File: src/rtl/atri_frame_builder.sv
// atri_frame_builder
//   Framing stage for the 16-bit event word path. For each event it emits a
//   header {HDR_TAG, seq}, the payload words (at most MAX_WORDS; any beyond
//   that are consumed and dropped), a length word {trunc, count[14:0]} and a
//   checksum word. The checksum is the 16-bit wrapping sum of every word
//   loaded before it and is flagged with last.
//
// Ports
//   clk_i, rst_i      clock, synchronous active-high reset
//   dat_i/valid_i/last_i/ready_o   upstream raw words (valid/ready)
//   dat_o/valid_o/last_o/ready_i   downstream framed words (registered)
//   seq_o             sequence number the next frame will carry
//   trunc_o           one-cycle pulse when a frame closes truncated
module atri_frame_builder #(
    parameter logic [7:0]  HDR_TAG   = 8'hA5,
    parameter int unsigned MAX_WORDS = 1024
) (
    input  logic        clk_i,
    input  logic        rst_i,
    input  logic [15:0] dat_i,
    input  logic        valid_i,
    input  logic        last_i,
    output logic        ready_o,
    output logic [15:0] dat_o,
    output logic        valid_o,
    output logic        last_o,
    input  logic        ready_i,
    output logic [7:0]  seq_o,
    output logic        trunc_o
);

    localparam logic [15:0] MAX_CNT = 16'(MAX_WORDS);

    typedef enum logic [1:0] {IDLE, PAYLOAD, LEN, CSUM} state_t;

    state_t      state, state_nx;
    logic [15:0] count, sum;
    logic        trunc_flag;
    logic        slot_free, in_xfer;
    logic        load, load_last;
    logic [15:0] load_dat;
    logic        hdr_load, pay_keep, pay_drop, csum_load;

    // Single output register: it can take a new word when empty or when the
    // current word leaves this cycle.
    assign slot_free = !valid_o || ready_i;

    always_comb begin
        state_nx  = state;
        ready_o   = 1'b0;
        in_xfer   = 1'b0;
        load      = 1'b0;
        load_dat  = '0;
        load_last = 1'b0;
        hdr_load  = 1'b0;
        pay_keep  = 1'b0;
        pay_drop  = 1'b0;
        csum_load = 1'b0;
        case (state)
            IDLE: begin
                // The header goes out ahead of the first word; that word
                // stays pending upstream until PAYLOAD.
                if (valid_i && slot_free) begin
                    hdr_load = 1'b1;
                    load     = 1'b1;
                    load_dat = {HDR_TAG, seq_o};
                    state_nx = PAYLOAD;
                end
            end
            PAYLOAD: begin
                ready_o = slot_free;
                in_xfer = valid_i && slot_free;
                if (in_xfer) begin
                    if (count < MAX_CNT) begin
                        pay_keep = 1'b1;
                        load     = 1'b1;
                        load_dat = dat_i;
                    end else begin
                        // Over the limit: still consume, just drop it.
                        pay_drop = 1'b1;
                    end
                    if (last_i) state_nx = LEN;
                end
            end
            LEN: begin
                if (slot_free) begin
                    load     = 1'b1;
                    load_dat = {trunc_flag, count[14:0]};
                    state_nx = CSUM;
                end
            end
            CSUM: begin
                if (slot_free) begin
                    load      = 1'b1;
                    load_dat  = sum;
                    load_last = 1'b1;
                    csum_load = 1'b1;
                    state_nx  = IDLE;
                end
            end
            default: state_nx = IDLE;
        endcase
    end

    always_ff @(posedge clk_i) begin
        if (rst_i) begin
            state      <= IDLE;
            dat_o      <= '0;
            valid_o    <= 1'b0;
            last_o     <= 1'b0;
            seq_o      <= '0;
            trunc_o    <= 1'b0;
            count      <= '0;
            sum        <= '0;
            trunc_flag <= 1'b0;
        end else begin
            state   <= state_nx;
            trunc_o <= 1'b0;

            if (load) begin
                dat_o   <= load_dat;
                valid_o <= 1'b1;
                last_o  <= load_last;
            end else if (ready_i) begin
                valid_o <= 1'b0;
                last_o  <= 1'b0;
            end

            if (hdr_load) begin
                sum   <= load_dat;
                count <= '0;
            end else if (csum_load) begin
                // Checksum word itself is not summed; frame state clears.
                sum        <= '0;
                count      <= '0;
                trunc_flag <= 1'b0;
                trunc_o    <= trunc_flag;
                seq_o      <= seq_o + 8'd1;
            end else if (load) begin
                sum <= sum + load_dat;
            end

            if (pay_keep) count      <= count + 16'd1;
            if (pay_drop) trunc_flag <= 1'b1;
        end
    end

endmodule

File: config.mk
export PLATFORM = sky130hd
export DESIGN_NAME = atri_frame_builder
export DESIGN_NICKNAME = d
export VERILOG_FILES = /design/src/rtl/atri_frame_builder.sv
export SDC_FILE = /design/constraint.sdc
export NUM_CORES = 1
export LEC_CHECK = 0
export BUFFER_PORTS_ARGS = -buffer_cell sky130_fd_sc_hd__buf_2
export CAP_MARGIN = 0
export CORE_MARGIN = 8
export CORE_UTILIZATION = 54
export CTS_BUF_LIST = sky130_fd_sc_hd__clkbuf_4 sky130_fd_sc_hd__clkbuf_8
export DETAILED_ROUTE_END_ITERATION = 10
export HOLD_SLACK_MARGIN = 0.12
export PLACE_DENSITY = 0.78
export SLEW_MARGIN = 15
export SYNTH_ARGS = -nofsm -noshare
export SYNTH_HDL_FRONTEND = slang
export SYNTH_SLANG_ARGS = --single-unit
File: constraint.sdc
create_clock -name clk_i -period 3.4 [get_ports clk_i]
set_clock_uncertainty 0.15 [all_clocks]
set_input_delay 0.68 -clock clk_i [delete_from_list [all_inputs] [get_ports clk_i]]
set_output_delay 0.68 -clock clk_i [all_outputs]
set_load 0.05 [all_outputs]
# After elaboration in Yosys (flattened, before gate mapping)
# Cells that the tools add are included.
# word_totals
reg_bits,62
word_cells,73
# op_classes
add_sub_neg,3
n_lt_le_gt_ge,1
eq_ne,9
n_mux,36
bitwise_logic,2
n_reduce_logical,13
# ops
op,n
16-bit two-way mux,11
16-bit one-hot mux with 4 select lines,1
1-bit two-way mux,17
16-bit by 1-bit adder with 16-bit output (second input constant),1
16-bit adder,1
16-bit by 11-bit < comparator with 1-bit output (second input constant),1
2-bit two-way mux,5
2-bit inequality test (second input constant),5
8-bit by 1-bit adder with 8-bit output (second input constant),1
2-bit one-hot mux with 4 select lines,1
3-bit nonzero test,2
5-bit AND reduction,1
2-bit equality test (second input constant),2
2-bit AND reduction,2
2-bit nonzero test,2
1-bit one-hot mux with 3 select lines,1
3-bit OR reduction,1
2-bit by 1-bit equality test with 1-bit output (second input constant),1
2-bit logical NOT,1
2-bit by 1-bit inequality test with 1-bit output (second input constant),1
1-bit inverter,2
2-bit OR reduction,1
1-bit logical AND,1
1-bit logical NOT,1
1-bit logical OR,1

# Longest topological paths before layout
# Gate-level depths: netlist of the first run.
# depth
word_depth,9
mapped_depth,16
ltp_nobuf,15

# Worst setup path before layout of the first run
# No wires, ideal clock.
# synth_path
kind,input to register
startpoint,input ready_i
endpoint,register sum[15]
arrival_time_ps,3313
required_ps,3126
path_slack_ps,-187
path_stages,13
n_path_buf,2
path_cell_list,nand2b_1 clkbuf_1 and3_1 clkbuf_1 nand2_1 o21ai_0 ha_1 nand3_2 or4_4 and3_4 o311a_1 a211oi_1 nor3_1
# synth_between
elab_chain_len,8
# synth_rtl
item,line_no,rtl
from (decl),27,"input logic ready_i,"
1-bit logical OR (*),46,assign slot_free = !valid_o || ready_i;
1-bit logical AND,"63, 72",
16-bit two-way mux (on tied branches),"73, 63",
16-bit one-hot mux with 4 select lines (*),59,case (state)
net load_dat[6],41,logic [15:0] load_dat;
16-bit adder (*),140,sum <= sum + load_dat;
16-bit two-way mux (*),139,end else if (load) begin
16-bit two-way mux (*),132,end else if (csum_load) begin
16-bit two-way mux (*),129,if (hdr_load) begin
to (signal assigned),130,sum <= load_dat;
to (signal assigned),140,
to (decl),37,"logic [15:0] count, sum;"
# The timed path passes the listed nets; every way through them passes the cells marked *. The select of a mux whose other input is x is not followed.
# A chain may end at the register's enable or synchronous reset.

# Worst setup path in the final report of the first run
# layout_path
startpoint,register state[1]
endpoint,register sum[15]
# layout_between
elab_chain_len,6
# layout_rtl
item,line_no,rtl
from (decl),36,"state_t state, state_nx;"
from (signal assigned),117,state <= state_nx;
"2-bit equality test, or another cell as far along",59,
16-bit one-hot mux with 4 select lines (*),59,
net load_dat[7],41,
16-bit adder (*),140,
16-bit two-way mux (*),139,
16-bit two-way mux (*),132,
16-bit two-way mux (*),129,
# Marked as above.

==> metrics.txt, run 1 <==
Worst path depth 14; CTS sink cnt 62; netlist area before placement 3820 um2; syn nets 545; pre-CTS setup slack -0.367 ns; Period minus WS final 3.51 ns; slowest cell on the critical path or4_4; synthesized area per cell 7.66 um2; Worst-path clk slew 0.08 ns; outcome finished with violations; Worst path max stage delay 0.50 ns; Die Span X 100 um; number of port buffers 48; Yosys top cell area share 0.325; drt pass-1 iters 6; Congestion Overflow GR 0; vias 4534; share of layout cells above drive strength 1 0.335; Num CTS Buffers 9; vias in the first global route 4320; initial DRC count 568; Worst VDD drop 0.000443 V; vias per cell 6.29; delay-heaviest family, CP simple AND/OR/NAND/NOR gates; worst path cell trace inv_2 -> ha_2 -> and2_4 -> and4_4 -> buf_8 -> a21oi_2 -> o21ai_1 -> ha_1 -> inv_1 -> or4_4 -> and3_4 -> o311a_4 -> nor4bb_1 -> nor3_1; All-Layer GR Usage 0.260; r2r startpoint state[1]; failing checks setup timing; reg2reg path depth 14; Final ANT Viol Nets 0; Hold Crit Depth 2; commonest cells after routing, fill and taps aside buf_4 (83), nor2_1 (73), dfxtp_1 (56); worst reg2reg endpoint sum[15]; max-slew violations 0; filler cell count in the final layout 490; gate count after technology mapping 499; Worst Path Buf+Inv 3; R2R setup slack -0.11 ns; Die Span Y 100 um; commonest non-fill, non-tap cell in the layout buf_4; critical path arrival 3.63 ns; core area 6830 um2; worst slew pin tran 0.909 ns; global placer's final weighted congestion 0.962; Power per Cell Area 774 nW/um2; Final Hold Viols 0; post-route cell area 5250 um2; CP max FO 7; final wirelength 14000 um; first-pass GRT wire length 21000 um; Period Utilization, post-route 1.03; Yosys reg bits 62; leading area contributor after synthesis dfxtp_1; nets 665; CTS tree built; hold slack 0.305 ns; Clock Path Buffers 2; initial antenna violation count 0; Crit path required time 3.52 ns; largest net degree at the start of global routing 27; fraction of registers with async set/reset 0; FMAX 285 MHz; nature of the critical path startpoint flop; DRC viols 0; relative max-transition margin 0.391; Post-synth EDFFs 0; routed length per instance 19.4 um; Worst Setup End Kind flop; CP Class reg -> reg; min-delay worst type reg -> reg; initial core utilization 0.560; synth warn 0; Die ar. 10000 um2; H-Tree Depth 3; worst-skew pair later-pin latency 0.36 ns; synthesis-to-layout area growth 37.4%; Clock Tree Root clkbuf_8; I/O pin total 49; Cell variety after synth 58; main flop type after synthesis dfxtp_1; sequential share of the synthesized area 0.325; Tot Pwr 0.00406 W; Worst Setup EP sum[15]; fin worst setup slack -0.109 ns; Placed Area 4710 um2; P_leak 2.26 nW; final setup fails 4; Core Util, Final 0.769; DPL Wire Length 9460 um; ranking of synthesized cells by area dfxtp_1 (32%), a21oi_1 (7.9%), ha_1 (7.9%); CP Launch Point state[1]; Max-Cap Viols 0; # rows 30; RSZ-0062 raised after global routing yes
==> state kept, by name, indices dropped and copies added, names as in the netlist <==
name / count
count: 16
dat_o: 16
last_o: 1
seq_o: 8
state: 2
sum: 16
trunc_flag: 1
trunc_o: 1
valid_o: 1
==> power breakdown <==
group          leakage [nW]  internal (W)  switching (W)
Combinational          1.67      0.000946        0.00152
Clock                0.0810      0.000291       0.000328
Sequential            0.507      0.000851       0.000124
==> per-stage QoR <==
step / setup TNS [ns] / std cells
finish: -0.215 / 721
global route: -0.867 / 720
CTS: 0 / 715
detailed placement: -2.33 / 696
global placement: -1.32 / 696
floorplan: -0.00575 / 499
==> worst reg2reg max path: stages, from the launching register on <==
cell and delay [ns]:
dfxtp_2 0.33, inv_2 0.06, ha_2 0.20, and2_4 0.15, and4_4 0.32, buf_8 0.14
a21oi_2 0.05, o21ai_1 0.23, ha_1 0.23, inv_1 0.06, or4_4 0.50, and3_4 0.22
o311a_4 0.38, nor4bb_1 0.14, nor3_1 0.26
==> cells in the mapped netlist (all sizes together), types with 3 or more instances <==
library cell / n
nand3: 16
nor2: 74
o21a: 3
dfxtp: 62
xor2: 8
a221oi: 5
or3: 3
nand4: 7
a21o: 8
a21oi: 60
and3: 8
ha: 24
nor3: 15
a31oi: 7
clkbuf: 23
o31ai: 5
inv: 18
a211oi: 11
o21ai: 29
a22oi: 17
buf: 5
xnor2: 6
nand2b: 3
nand3b: 4
nand2: 33
and2: 8
==> metal layers <==
metal,part of all wire,routed length [um],GRT usage
met4,0.050,695,0.137
met5,0,0,0
met2,0.47,6550,0.420
met3,0.089,1240,0.0519
met1,0.39,5490,0.319
==> logic make-up after synthesis <==
logic type | Yosys count | share of synthesized area
AO/OA/AOI/OAI | 169 | 0.280
XOR/XNOR | 14 | 0.0321
adder cells (fa/ha/maj) | 25 | 0.0838
buffers and inverters | 46 | 0.0475
flip-flops | 62 | 0.325
multiplexers | 2 | 0.00524
AND/OR/NAND/NOR | 181 | 0.227
==> worst min path at each step <==
| stage | from | endpoint | slack, ns |
|---|---|---|---|
| final | dat_o[5] | dat_o[5] | 0.30 |
| after global routing | dat_o[5] | dat_o[5] | 0.33 |
| after CTS | dat_o[5] | dat_o[5] | 0.31 |
| after detailed placement | dat_o[5] | dat_o[5] | 0.30 |
| after global placement | dat_o[7] | dat_o[7] | 0.29 |
| after floorplan | count[15] | count[15] | 0.28 |
==> layout make-up <==
class                           count  area, um2  area share
Timing Repair Buffer              137        943       0.180
Clock inverter                      5       35.0     0.00667
Sequential cell                    62       1250       0.238
Tap cell                           96        120      0.0229
Clock buffer                       11        145      0.0276
Inverter                           18       67.6      0.0129
Antenna cell                        1       2.50    0.000477
Multi-Input combinational cell    391       2690       0.512
==> what timing repair did <==
item	in CTS	in global routing
pin swaps	8	22
cloned	0	0
setup endpoints to repair	8	10
gates resized for setup	12	51
buffers inserted	3	6
hold buffers	0	0
(Power assumes the default switching activity.)
==> inputs of run 2 (changes only) <==
--- a/config.mk
+++ b/config.mk
@@ -8,11 +8,11 @@
 export BUFFER_PORTS_ARGS = -buffer_cell sky130_fd_sc_hd__buf_2
 export CAP_MARGIN = 0
 export CORE_MARGIN = 8
-export CORE_UTILIZATION = 54
-export CTS_BUF_LIST = sky130_fd_sc_hd__clkbuf_4 sky130_fd_sc_hd__clkbuf_8
+export CORE_UTILIZATION = 60
+export CTS_BUF_LIST = sky130_fd_sc_hd__clkbuf_2
 export DETAILED_ROUTE_END_ITERATION = 10
 export HOLD_SLACK_MARGIN = 0.12
-export PLACE_DENSITY = 0.78
+export PLACE_DENSITY = 0.82
 export SLEW_MARGIN = 15
 export SYNTH_ARGS = -nofsm -noshare
 export SYNTH_HDL_FRONTEND = slang
==> constraint.sdc (replaced) <==
create_clock -name clk_i -period 4.3 [get_ports clk_i]
set_clock_uncertainty 0.15 [all_clocks]
set_input_delay 0.215 -clock clk_i [delete_from_list [all_inputs] [get_ports clk_i]]
set_output_delay 0.215 -clock clk_i [all_outputs]
set_load 0.05 [all_outputs]
==> metrics.txt, run 2 (synthesis results as in run 1) <==
nature of the critical path startpoint flop; post-route cell area 4400 um2; CP Class reg -> reg; Clock Path Buffers 2; setup_tns 0 ns; Worst-path clk slew 0.18 ns; drt pass-1 iters 5; Worst Path Buf+Inv 1; Largest regs count (16), dat_o (16), sum (16); nets 603; first-pass GRT wire length 18800 um; largest net degree at the start of global routing 49; Clock Tree Root clkbuf_2; Die Span Y 95.8 um; Placed Area 4110 um2; Max-Cap Viols 0; All-Layer GR Usage 0.262; H-Tree Depth 3; worst-skew pair later-pin latency 0.52 ns; CTS sink cnt 62; DRC viols 0; slowest cell on the critical path o21ai_0; # rows 29; DPL Wire Length 8330 um; Crit path required time 4.57 ns; initial core utilization 0.612; I/O pin total 49; outcome completed; worst path cell trace inv_1 -> ha_1 -> and2_1 -> and4_1 -> a21oi_1 -> o21ai_0 -> ha_1 -> a21oi_1 -> a21oi_1 -> o31a_1 -> o41ai_1 -> o32a_1 -> nand2_1; final wirelength 11600 um; Final ANT Viol Nets 0; most frequent CP cell a21oi_1; vias in the first global route 3854; FMAX 254 MHz; Num CTS Buffers 9; min-delay worst type in -> reg; number of diodes 0; Worst path max stage delay 0.52 ns; Power per Cell Area 587 nW/um2; Core Util, Final 0.705; vias 4077; number of port buffers 48; Worst Setup End Kind flop; vias per cell 6.38; worst slew pin tran 0.806 ns; Period Utilization, post-route 0.914; Worst VDD drop 0.000348 V; commonest cells after routing, fill and taps aside nor2_1 (74), dfxtp_1 (62), a21oi_1 (60); final setup fails 0; CP max FO 9; synthesis-to-layout area growth 15.1%; delay-heaviest family, CP compound AO/OA/AOI/OAI gates; Final Hold Viols 0; Die Span X 95.8 um; relative max-transition margin 0.461; core area 6240 um2; max-slew violations 0; critical path arrival 4.20 ns; commonest non-fill, non-tap cell in the layout nor2_1; share of layout cells above drive strength 1 0.139; P_leak 1.89 nW; routed length per instance 18.1 um; Die ar. 9180 um2; hold slack 0.156 ns; Period minus WS final 3.93 ns; global placer's final weighted congestion 0.932; CTS tree built; Congestion Overflow GR 0; RSZ-0062 raised after global routing no; initial antenna violation count 0; initial DRC count 329
run 2: worst register-to-register path: stages, from the launching register on:
cell	delay [ns]
dfxtp_1	0.37
inv_1	0.11
ha_1	0.21
and2_1	0.16
and4_1	0.40
a21oi_1	0.11
o21ai_0	0.52
ha_1	0.38
a21oi_1	0.21
a21oi_1	0.12
o31a_1	0.33
o41ai_1	0.51
o32a_1	0.23
nand2_1	0.04
run 2: layout make-up:
cell class	instances	area [um2]
multi-input combinational	391	2400
clock buffer	11	55.1
clock inverter	5	50.0
inverter	18	67.6
timing repair buffer	75	488
tap	77	96.3
fill	545	1840
sequential	62	1240
run 2: final timing paths:
kind                 start       end  slack, ns  cells past startpoint
setup / recovery  state[1]   sum[12]       0.37                     13
hold / removal    dat_i[8]    sum[8]       0.16                      5
setup reg to reg  state[1]   sum[12]       0.37                     13
hold reg to reg   dat_o[7]  dat_o[7]       0.32                      2
run 2: timing repair:
action | in CTS | in global routing
gates resized for setup | 0 | 1
endpoints found under the setup margin | 0 | 1
hold buffers | 18 | 0
setup buffers | 0 | 0
endpoints found under the hold margin | 30 | 0
run 2: through the flow:
| stage | power [W] | setup WS (ns) | cells |
|---|---|---|---|
| after floorplan | 0.00181 | 0.736 | 499 |
| final | 0.00258 | 0.370 | 639 |
| after CTS | 0.00255 | 0.323 | 639 |
| after global routing | 0.00276 | 0.0400 | 639 |
| after global placement | 0.00215 | 0.417 | 605 |
| after detailed placement | 0.00218 | 0.304 | 605 |
run 2: routing by layer:
metal | global-route usage | part of all wire | wire (um)
met1 | 0.337 | 0.43 | 4940
met2 | 0.414 | 0.47 | 5400
met5 | 0 | 0 | 0
met4 | 0.109 | 0.026 | 301
met3 | 0.0585 | 0.081 | 942
run 2: power by group:
part	total [W]	switching [W]	internal, W	leakage [nW]
registers	0.000749	0.0000806	0.000668	0.504
logic	0.00148	0.00102	0.000458	1.32
clock network	0.000358	0.000223	0.000134	0.0670
==> inputs of run 3 (changes only) <==
--- a/config.mk
+++ b/config.mk
@@ -8,11 +8,11 @@
 export BUFFER_PORTS_ARGS = -buffer_cell sky130_fd_sc_hd__buf_2
 export CAP_MARGIN = 0
 export CORE_MARGIN = 8
-export CORE_UTILIZATION = 60
+export CORE_UTILIZATION = 59
 export CTS_BUF_LIST = sky130_fd_sc_hd__clkbuf_2
 export DETAILED_ROUTE_END_ITERATION = 10
 export HOLD_SLACK_MARGIN = 0.12
-export PLACE_DENSITY = 0.82
+export PLACE_DENSITY = 0.81
 export SLEW_MARGIN = 15
 export SYNTH_ARGS = -nofsm -noshare
 export SYNTH_HDL_FRONTEND = slang
==> constraint.sdc (replaced) <==
create_clock -name clk_i -period 4.3 [get_ports clk_i]
set_clock_uncertainty 0.15 [all_clocks]
set_input_delay 0 -clock clk_i [delete_from_list [all_inputs] [get_ports clk_i]]
set_output_delay 0 -clock clk_i [all_outputs]
set_load 0.05 [all_outputs]
==> metrics.txt, run 3 (synthesis results as in run 1) <==
setup_tns 0 ns; first-pass GRT wire length 18100 um; Period Utilization, post-route 0.930; Num CTS Buffers 9; synthesis-to-layout area growth 16.7%; Logic pwr share 0.597; DPL Wire Length 8410 um; Largest regs count (16), dat_o (16), sum (16); initial DRC count 323; critical path arrival 4.26 ns; sequential power share 0.291; Tot Pwr 0.00258 W; drt pass-1 iters 5; CP max FO 12; nets 613; Worst path max stage delay 0.52 ns; All-Layer GR Usage 0.252; share of layout cells above drive strength 1 0.142; placed insts 610; outcome completed; vias 4120; vias per cell 6.35; CTS sink cnt 62; Clock Path Buffers 2; Worst VDD drop 0.000527 V; vias in the first global route 3708; Internal 0.00123 W; final wirelength 11700 um; Final ANT Viol Nets 0; Max-Cap Viols 0; # rows 29; r2r startpoint state[1]; most frequent CP cell a21oi_1; commonest non-fill, non-tap cell in the layout nor2_1; CP Launch Point state[1]; Power per Cell Area 578 nW/um2; Die Span X 96.5 um; worst-skew pair later-pin latency 0.51 ns; initial core utilization 0.605; Psw 0.00135 W; slowest cell on the critical path o21ai_0; Crit path required time 4.56 ns; Switching Share 0.522; commonest cells after routing, fill and taps aside nor2_1 (74), dfxtp_1 (62), a21oi_1 (60); global placer's final weighted congestion 0.991; H-Tree Depth 3; Worst Setup End Kind flop; FMAX 250 MHz; initial antenna violation count 1; I/O pin total 49; worst path cell trace inv_1 -> ha_1 -> and2_1 -> and4_1 -> a21oi_1 -> o21ai_0 -> ha_1 -> a21oi_1 -> a21oi_1 -> o31a_1 -> o41ai_1 -> o32a_1 -> nand2_1; Die ar. 9310 um2; Finished Layout Cells 649; flip-flop and latch area 1240 um2; nature of the critical path startpoint flop; Die Span Y 96.5 um; largest net degree at the start of global routing 49; final setup fails 0; worst slew pin tran 0.953 ns; Period minus WS final 4.00 ns; RSZ-0062 raised after global routing no; CTS tree built; relative max-transition margin 0.361; number of port buffers 48; Clock power frac 0.112; Congestion Overflow GR 0; Worst-path clk slew 0.17 ns; Clock Tree Root clkbuf_2; area of the multi-input gates 2400 um2; Min-Delay Startpoint dat_o[7]; min-delay worst type reg -> reg; P_leak 1.92 nW; DRC viols 0; max-slew violations 0; filler cell count in the final layout 548; routed length per instance 18.1 um; core area 6310 um2; Final Hold Viols 0; CP Class reg -> reg
## run 3: cell types whose count changed in the layout (fill, tap and decap cells not counted), sizes merged
cell / before / now
bufinv: 1 / 0
diode: 0 / 1
buf: 57 / 62
dlygate4sd3: 18 / 23
clkinvlp: 1 / 2
clkbuf: 11 / 10
## run 3: final timing paths
path / end / slack (ns) / cells past startpoint
max: sum[12] / 0.30 / 13
min: dat_o[7] / 0.32 / 2
max reg2reg: sum[12] / 0.30 / 13
min reg2reg: dat_o[7] / 0.32 / 2
## run 3: cell type report
type / count / area share
diodes: 1 / 0.000561
clock buffers: 10 / 0.0112
clock inverters: 5 / 0.00617
inverters: 18 / 0.0151
multi-input cells: 391 / 0.538
flip-flops and latches: 62 / 0.278
well taps: 77 / 0.0216
repair buffers: 85 / 0.129
## run 3: per-stage QoR
step	hold WS (ns)	worst slack [ns]	cell area, um2	utilization
final	0.323	0.302	4460	0.707
after global routing	0.352	0.0153	4460	0.707
after CTS	0.314	0.322	4460	0.706
after detailed placement	0.226	0.327	4150	0.657
after global placement	0.205	0.450	4150	0.657
after floorplan	0.0602	0.736	3820	-
## run 3: per-layer routing
layer  wire (um)  vias up  track usage
met2        5340      196        0.392
met3        1010       41       0.0410
met5           0        -            0
li1            -     1961            -
met4         468        0        0.151
met1        4930     1922        0.320
## run 3: power by group through the flow
stage | Sequential [W] | Clock, W | Combinational [W]
3_5_place_dp | 0.000760 | 0 | 0.00147
4_1_cts | 0.000747 | 0.000293 | 0.00151
3_3_place_gp | 0.000756 | 0 | 0.00144
5_1_grt | 0.000760 | 0.000316 | 0.00167
2_1_floorplan | 0.000852 | 0 | 0.000960
6_report | 0.000751 | 0.000290 | 0.00154
## run 3: timing repair
| action | in CTS | in global routing |
|---|---|---|
| hold buffers | 23 | 0 |
| gates resized for setup | 0 | 0 |
| hold endpoints to repair | 58 | 0 |
| setup buffers | 0 | 0 |
## run 3: critical path: cells and delay by family, from the launching register on
family | cells | cell delay [ns]
AND/OR/NAND/NOR | 3 | 0.70
buffers and inverters | 1 | 0.11
adder cells (fa/ha/maj) | 2 | 0.59
flip-flops | 1 | 0.37
AO/OA/AOI/OAI | 7 | 2.01
